<file path="src/rtl/car_sprite_if.sv">
// Scan position, car pose, sprite ROM port and keyed colour output for the car sprite stage.
// The master drives scan/pose/ROM data; the slave (render stage) returns ROM coords and colour.
interface car_sprite_if;
    logic [9:0]  h_cnt;
    logic [9:0]  v_cnt;
    logic        video_valid;
    logic [9:0]  car_x;
    logic [9:0]  car_y;
    logic [8:0]  car_deg;
    logic [8:0]  sprite_deg;
    logic [6:0]  sprite_px;
    logic [6:0]  sprite_py;
    logic [11:0] rom_data;
    logic [11:0] car_rgb;
    logic        car_opaque;

    modport master (
        output h_cnt, v_cnt, video_valid, car_x, car_y, car_deg, rom_data,
        input  sprite_deg, sprite_px, sprite_py, car_rgb, car_opaque
    );

    modport slave (
        input  h_cnt, v_cnt, video_valid, car_x, car_y, car_deg, rom_data,
        output sprite_deg, sprite_px, sprite_py, car_rgb, car_opaque
    );
endinterface

</file>
<file path="src/rtl/car_sprite_render.sv">
// Pipelined per-pixel player-car sprite stage: scan position -> sprite ROM coords -> keyed RGB.
// Pose is shadowed once per frame on the first blanking line so the car never tears mid-frame.
module car_sprite_render #(
    parameter int          SPRITE_W  = 75,
    parameter int          SPRITE_H  = 75,
    parameter int          ROM_LAT   = 1,
    parameter logic [11:0] KEY_COLOR = 12'h000,
    parameter int          LATCH_V   = 480
) (
    input  logic         clk,
    input  logic         rst,
    car_sprite_if.slave  bus
);
    logic [9:0]         sh_x;
    logic [9:0]         sh_y;
    logic [8:0]         sh_deg;
    logic               in_box_s1;
    logic [ROM_LAT-1:0] in_box_sr;

    logic [10:0] h_ext, v_ext, sx_ext, sy_ext, dx, dy;
    logic        in_box;

    // 11-bit compares so sx+SPRITE_W near the right edge cannot wrap
    always_comb begin
        h_ext  = {1'b0, bus.h_cnt};
        v_ext  = {1'b0, bus.v_cnt};
        sx_ext = {1'b0, sh_x};
        sy_ext = {1'b0, sh_y};
        dx     = h_ext - sx_ext;
        dy     = v_ext - sy_ext;
        in_box = bus.video_valid
                 && (h_ext >= sx_ext) && (h_ext < sx_ext + 11'(SPRITE_W))
                 && (v_ext >= sy_ext) && (v_ext < sy_ext + 11'(SPRITE_H));
    end

    always_ff @(posedge clk) begin
        if (rst) begin
            sh_x           <= '0;
            sh_y           <= '0;
            sh_deg         <= '0;
            in_box_s1      <= 1'b0;
            in_box_sr      <= '0;
            bus.sprite_deg <= '0;
            bus.sprite_px  <= '0;
            bus.sprite_py  <= '0;
            bus.car_rgb    <= '0;
            bus.car_opaque <= 1'b0;
        end else begin
            if (bus.v_cnt == 10'(LATCH_V) && bus.h_cnt == 10'd0) begin
                sh_x   <= bus.car_x;
                sh_y   <= bus.car_y;
                sh_deg <= (bus.car_deg >= 9'd360) ? 9'd0 : bus.car_deg;
            end

            // Out-of-box coords forced to 0 so the ROM address stays in range
            in_box_s1      <= in_box;
            bus.sprite_deg <= sh_deg;
            bus.sprite_px  <= in_box ? dx[6:0] : 7'd0;
            bus.sprite_py  <= in_box ? dy[6:0] : 7'd0;

            in_box_sr[0] <= in_box_s1;
            for (int i = 1; i < ROM_LAT; i++)
                in_box_sr[i] <= in_box_sr[i-1];

            if (in_box_sr[ROM_LAT-1] && bus.rom_data != KEY_COLOR) begin
                bus.car_opaque <= 1'b1;
                bus.car_rgb    <= bus.rom_data;
            end else begin
                bus.car_opaque <= 1'b0;
                bus.car_rgb    <= 12'h000;
            end
        end
    end
endmodule

</file>
<file path="src/flat_wrapper.sv">
// flat-port wrapper written by rule: the top's interface ports become plain ports
module car_sprite_render_flat 
#(
    parameter int          SPRITE_W  = 75,
    parameter int          SPRITE_H  = 75,
    parameter int          ROM_LAT   = 1,
    parameter logic [11:0] KEY_COLOR = 12'h000,
    parameter int          LATCH_V   = 480
)
  (clk, rst, bus_h_cnt, bus_v_cnt, bus_video_valid, bus_car_x, bus_car_y, bus_car_deg, bus_rom_data, bus_sprite_deg, bus_sprite_px, bus_sprite_py, bus_car_rgb, bus_car_opaque);
  car_sprite_if bus_i ();
  input  logic clk;
  input  logic rst;
  input wire logic [$bits(bus_i.h_cnt)-1:0] bus_h_cnt;
  input wire logic [$bits(bus_i.v_cnt)-1:0] bus_v_cnt;
  input wire logic [$bits(bus_i.video_valid)-1:0] bus_video_valid;
  input wire logic [$bits(bus_i.car_x)-1:0] bus_car_x;
  input wire logic [$bits(bus_i.car_y)-1:0] bus_car_y;
  input wire logic [$bits(bus_i.car_deg)-1:0] bus_car_deg;
  input wire logic [$bits(bus_i.rom_data)-1:0] bus_rom_data;
  output wire logic [$bits(bus_i.sprite_deg)-1:0] bus_sprite_deg;
  output wire logic [$bits(bus_i.sprite_px)-1:0] bus_sprite_px;
  output wire logic [$bits(bus_i.sprite_py)-1:0] bus_sprite_py;
  output wire logic [$bits(bus_i.car_rgb)-1:0] bus_car_rgb;
  output wire logic [$bits(bus_i.car_opaque)-1:0] bus_car_opaque;
  assign bus_i.h_cnt = bus_h_cnt;
  assign bus_i.v_cnt = bus_v_cnt;
  assign bus_i.video_valid = bus_video_valid;
  assign bus_i.car_x = bus_car_x;
  assign bus_i.car_y = bus_car_y;
  assign bus_i.car_deg = bus_car_deg;
  assign bus_i.rom_data = bus_rom_data;
  assign bus_sprite_deg = bus_i.sprite_deg;
  assign bus_sprite_px = bus_i.sprite_px;
  assign bus_sprite_py = bus_i.sprite_py;
  assign bus_car_rgb = bus_i.car_rgb;
  assign bus_car_opaque = bus_i.car_opaque;
  car_sprite_render #(.SPRITE_W(SPRITE_W), .SPRITE_H(SPRITE_H), .ROM_LAT(ROM_LAT), .KEY_COLOR(KEY_COLOR), .LATCH_V(LATCH_V)) u_core (.clk(clk), .rst(rst), .bus(bus_i));
endmodule
</file>
<file path="config.mk">
export PLATFORM = sky130hd
export DESIGN_NAME = car_sprite_render_flat
export DESIGN_NICKNAME = d
export VERILOG_FILES = /design/src/rtl/car_sprite_if.sv /design/src/rtl/car_sprite_render.sv /design/src/flat_wrapper.sv
export SDC_FILE = /design/constraint.sdc
export NUM_CORES = 1
export LEC_CHECK = 0
export ABC_AREA = 1
export CAP_MARGIN = 25
export CORE_MARGIN = 2
export CORE_UTILIZATION = 44
export CTS_BUF_LIST = sky130_fd_sc_hd__clkbuf_4
export CTS_CLUSTER_SIZE = 24
export DETAILED_ROUTE_END_ITERATION = 7
export GPL_TIMING_DRIVEN = 0
export MAX_ROUTING_LAYER = met4
export PLACE_DENSITY_LB_ADDON = 0.25
export SETUP_SLACK_MARGIN = 0.15
export SYNTH_ARGS = -nofsm -noshare
export SYNTH_HDL_FRONTEND = slang
export SYNTH_SLANG_ARGS = --single-unit
</file>
<file path="constraint.sdc">
create_clock -name clk -period 4.5 [get_ports clk]
set_input_delay 1.35 -clock clk [delete_from_list [all_inputs] [get_ports clk]]
set_output_delay 1.35 -clock clk [all_outputs]
set_load 0.03 [all_outputs]
</file>
Yosys cells after proc, flatten, opt, wreduce, memory -nomap -nowiden:

Index checks and enable logic that the tools add are counted.

* memories: 0
* flip-flop bits (word level): 67
* bits in writable memories: 0
* output and inout bits: 36
* bits of input ports: 64
* bits in latches: 0
* bits in read-only memories: 0

* equality and inequality tests: 1
* multiply operators: 0
* divide/modulo/power cells: 0
* $lt $le $gt $ge: 5
* reduce and logical (&&, ||, !) cells: 10
* multiplexer cells: 2
* shift operators: 0
* bitwise operators: 2
* $add $sub $neg: 4

Operators by type and width (number)
* $add 10x7->11 const B: 2
* $lt 10x11->1: 2
* $ge 10x10->1: 2
* $sub 7x7->7: 2
* $reduce_bool 12->1: 1
* $eq 10x9->1 const B: 1
* $logic_not 10->1: 1
* $ge 9x9->1 const B: 1
* $mux 9: 1
* $logic_and 1x1->1: 6
* $reduce_or 2->1: 2
* $not 1->1: 2
* $mux 1: 1

Depth between registers and ports, before layout:

* word-level depth: 7
* depth in mapped cells: 20

Least setup slack after synthesis:

OpenSTA, ideal clock, no wires.

* kind: input port to flip-flop
* start point: input port bus_v_cnt[0]
* end point: register u_core.bus.sprite_py[1]
* stages: 13
* arrival: 2.768 ns
* setup slack: 1.670 ns
* path buffers: 1
* cells stage by stage: inv_1 -> ha_1 -> fa_1 -> nand2_1 -> nand3_1 -> nand3_1 -> nor2_1 -> nor2_1 -> nand2_1 -> nor2_2 -> nand2_2 -> buf_6 -> nor2_2

* word-level cells in the longest chain between the ends: 5

Ends and longest elaborated chain
* from (decl): RTL line flat_wrapper.sv:15 `input wire logic [$bits(bus_i.v_cnt)-1:0] bus_v_cnt;`
* $ge 10x10->1: RTL line car_sprite_render.sv:33 `&& (v_ext >= sy_ext) && (v_ext < sy_ext + 11'(SPRITE_H));`
* $logic_and 1x1->1 (2 in a row): RTL line car_sprite_render.sv:33
* $not 1->1 (no line)
* $reduce_or 2->1 (no line)
* to (signal assigned): RTL line car_sprite_render.sv:59 `bus.sprite_py <= in_box ? dy[6:0] : 7'd0;`
* to (decl): RTL line car_sprite_if.sv:24 `output sprite_deg, sprite_px, sprite_py, car_rgb, car_opaque`

Parallel ways exist; a longest one is shown, timed or not.
A chain may end at the register's enable or synchronous reset.

Final worst setup path:

* start point: input port bus_v_cnt[0]
* end point: register u_core.bus.sprite_py[4]

The elaborated chain is that of the path after synthesis.

==> run metrics <==
hold_buf cts 0; top-area cell type share of the netlist area 36.0%; gpl congestion 0.891; final period demand of the worst path ~3.1 ns; RSZ-0062 raised after global routing false; Worst EP required 4.87 ns; Pins Over Slew Limit 0; CTS buffer count 9; Post-synth top cells 102 x nand2_1, 87 x nor2_1, 79 x inv_1; DIE WIDTH slightly below 100 um; Yosys reg bits 67; Clock Sinks 67; Setup Skew slightly above 0.01 ns; Synth Flop Type dfxtp_1; element type at the critical path end flop; post-synthesis sequential area ratio 36.0%; fin util 60.9%; vias in the first global route 3191; Core Footprint 8220 sq um; max_cap viols 0; Initial Util 45.4%; worst path arrival time 3.46 ns; Min-Delay Path Depth 2; CTS max path bufs 2; Reg clk slew, reported paths 0.12 ns; largest net degree at the start of global routing 15; WS Path Type in -> reg; layout cells sized above 1 6.35%; number of port buffers slightly below 100; global-route wire length before repair ~14000 um; DIE AREA roughly 9200 sq um; post-synthesis average cell area 7.24 sq um; die height 96.1 um; number of antenna violations at the first check in global routing 1; Worst R2R Path Depth 20; reg2reg setup slack approximately 1.9 ns; crit-path max cell delay 0.46 ns; I/O Pins 100; routed vias/inst 4.71; Pre-antenna DRT Iters 4; Worst Setup Start Kind input port; syn nets 623; wire length per cell between 10 and 15 um; crit path cell chain clkdlybuf4s50_1, inv_1, ha_1, fa_1, nand2_1, nand3_1, nand3_1, nor2_1, nor2_1, nand2_1, nor2_2, nand2_2, buf_6, nor2_2; Final setup viols 0; final WL around 8600 um; final net count 733; Setup crit end u_core.bus.sprite_py[4]$_SDFF_PP0_; All-Layer GR Usage 20.0%; min-delay worst type reg -> reg; Worst R2R End u_core.bus.sprite_py[4]$_SDFF_PP0_; fin crit share 68.5%; cell count after synthesis 515; async set-reset flop share out of synthesis 0%; remaining global-route overflow 0; worst-path fanout max 10; EDFF count, synth 0; Syn Std Cell Area 3730 sq um; Vias 3464; Root Driver clkbuf_4; most numerous cell in the Yosys netlist nand2_1; H-tree depth 3; Site Rows 33; Synth area leader dfxtp_1; final hold vios 0; Final ANT Viol Nets 0; Worst Max-Slew Pin Slew 0.459 ns; status complete, no violations; synthesis-to-finish area growth 34.2%; PwrDens 237 nW/um^2; Iteration-0 DRC Markers ~140; CTS tree done; Post-CTS Setup Inserts 0; main area contributors after synthesis dfxtp_1 36%, ha_1 14%, nand2_1 10%, nor2_1 8.8%, inv_1 8.0%; Fmax achieved 324 MHz; Leakage between 2 and 2.5 nW; Critical Path Start bus_v_cnt[0]; placed wire-length estimate 6890 um; Residual DRC 0; R2R Path Start u_core.sh_x[0]$_SDFFE_PP0P_; synth unique cells 30; TNS Setup 0 ns; Post-CTS Resized 0; Yosys warnings 0; CP max stage cell clkdlybuf4s50_1; Max IR drop VDD between 0.00015 and 0.0002 V; Slew HR 69.4%; clk_lat worst skew 0.43 ns
==> metrics by stage <==
stage | instance area (sq um) | std cells | power [mW] | hold slack, ns | setup slack, ns
after floorplan | 3730 | 515 | 0.681 | 0.388 | 1.67
after global placement | 4850 | 719 | 0.759 | 0.403 | 1.03
after detailed placement | 4850 | 719 | 0.762 | 0.401 | 0.990
after CTS | 5000 | 735 | 1.19 | 0.423 | 1.44
after global routing | 5000 | 736 | 1.24 | 0.435 | 1.20
final | 5000 | 736 | 1.18 | 0.421 | 1.42
==> worst min-delay path by stage <==
stage | start | end | slack, ns
floorplan | u_core.in_box_s1$_SDFF_PP0_ | u_core.in_box_sr$_SDFF_PP0_ | 0.39
global placement | u_core.in_box_s1$_SDFF_PP0_ | u_core.in_box_sr$_SDFF_PP0_ | 0.40
detailed placement | u_core.in_box_s1$_SDFF_PP0_ | u_core.in_box_sr$_SDFF_PP0_ | 0.40
CTS | u_core.in_box_s1$_SDFF_PP0_ | u_core.in_box_sr$_SDFF_PP0_ | 0.42
global route | u_core.sh_deg[4]$_SDFFE_PP0P_ | u_core.bus.sprite_deg[4]$_SDFF_PP0_ | 0.44
finish | u_core.in_box_s1$_SDFF_PP0_ | u_core.in_box_sr$_SDFF_PP0_ | 0.42
==> flip-flops by register name (all words and copies together) (netlist names) <==
register,flops
u_core.sh_x,10
u_core.bus.sprite_py,7
u_core.sh_y,10
u_core.bus.car_opaque,1
u_core.bus.sprite_px,7
u_core.sh_deg,9
u_core.in_box_s1,1
u_core.in_box_sr,1
u_core.bus.sprite_deg,9
u_core.bus.car_rgb,12
==> critical path: cells and delay by family <==
| kind | cells | cell delay [ns] |
|---|---|---|
| and+or+nand+nor | 9 | 0.72 |
| buffers and inverters | 3 | 0.71 |
| adders and majority gates | 2 | 0.66 |
==> per-layer routing <==
layer	track usage, %	routed length, um	vias to the layer above
met5	-	0	-
met4	10.2	239	0
met3	3.05	363	20
met2	32.8	4120	80
met1	23.7	3870	1545
li1	-	-	1819
==> report_power, final <==
| group | internal [mW] | switching (mW) |
|---|---|---|
| clock network | 0.178 | 0.256 |
| registers | 0.594 | 0.000319 |
| logic | 0.0833 | 0.0713 |
| total | 0.856 | 0.327 |
==> logic make-up (layout without fill, tap and decap cells) <==
kind of cell,Yosys count,after routing,synth area share [%]
buffers and inverters,94,209,9.76
and+or+nand+nor,235,235,26.2
xor gates and xnor gates,23,23,5.40
AOI/OAI and AO/OA,52,52,7.48
adders and majority gates,44,44,15.2
other,0,1,0
DFF,67,67,36.0
==> layout by cell type (no fill, tap or decap), types with 2 or more instances in the layout <==
| cell type | count |
|---|---|
| clkinvlp_4 | 2 |
| xnor2_1 | 3 |
| nand3_1 | 19 |
| nor2_1 | 87 |
| clkbuf_1 | 7 |
| inv_2 | 4 |
| nor3_1 | 4 |
| inv_1 | 79 |
| nand2_1 | 102 |
| xor2_1 | 20 |
| a21oi_1 | 16 |
| buf_2 | 3 |
| clkbuf_4 | 9 |
| dfxtp_1 | 67 |
| o21ai_0 | 28 |
| nand4_1 | 5 |
| inv_6 | 3 |
| fa_1 | 2 |
| nor2_2 | 12 |
| nand3b_1 | 3 |
| clkdlybuf4s50_1 | 99 |
| ha_1 | 42 |
==> layout make-up <==
type	instances	area, sq um
tap	105	131
multi-input combinational	354	2020
timing repair buffer	99	991
buffer	11	52.6
antenna	1	2.50
fill	770	3210
clock buffer	9	67.6
sequential	67	1340
clock inverter	7	82.6
inverter	83	312
No activity file was read; power rests on OpenSTA's default activity.
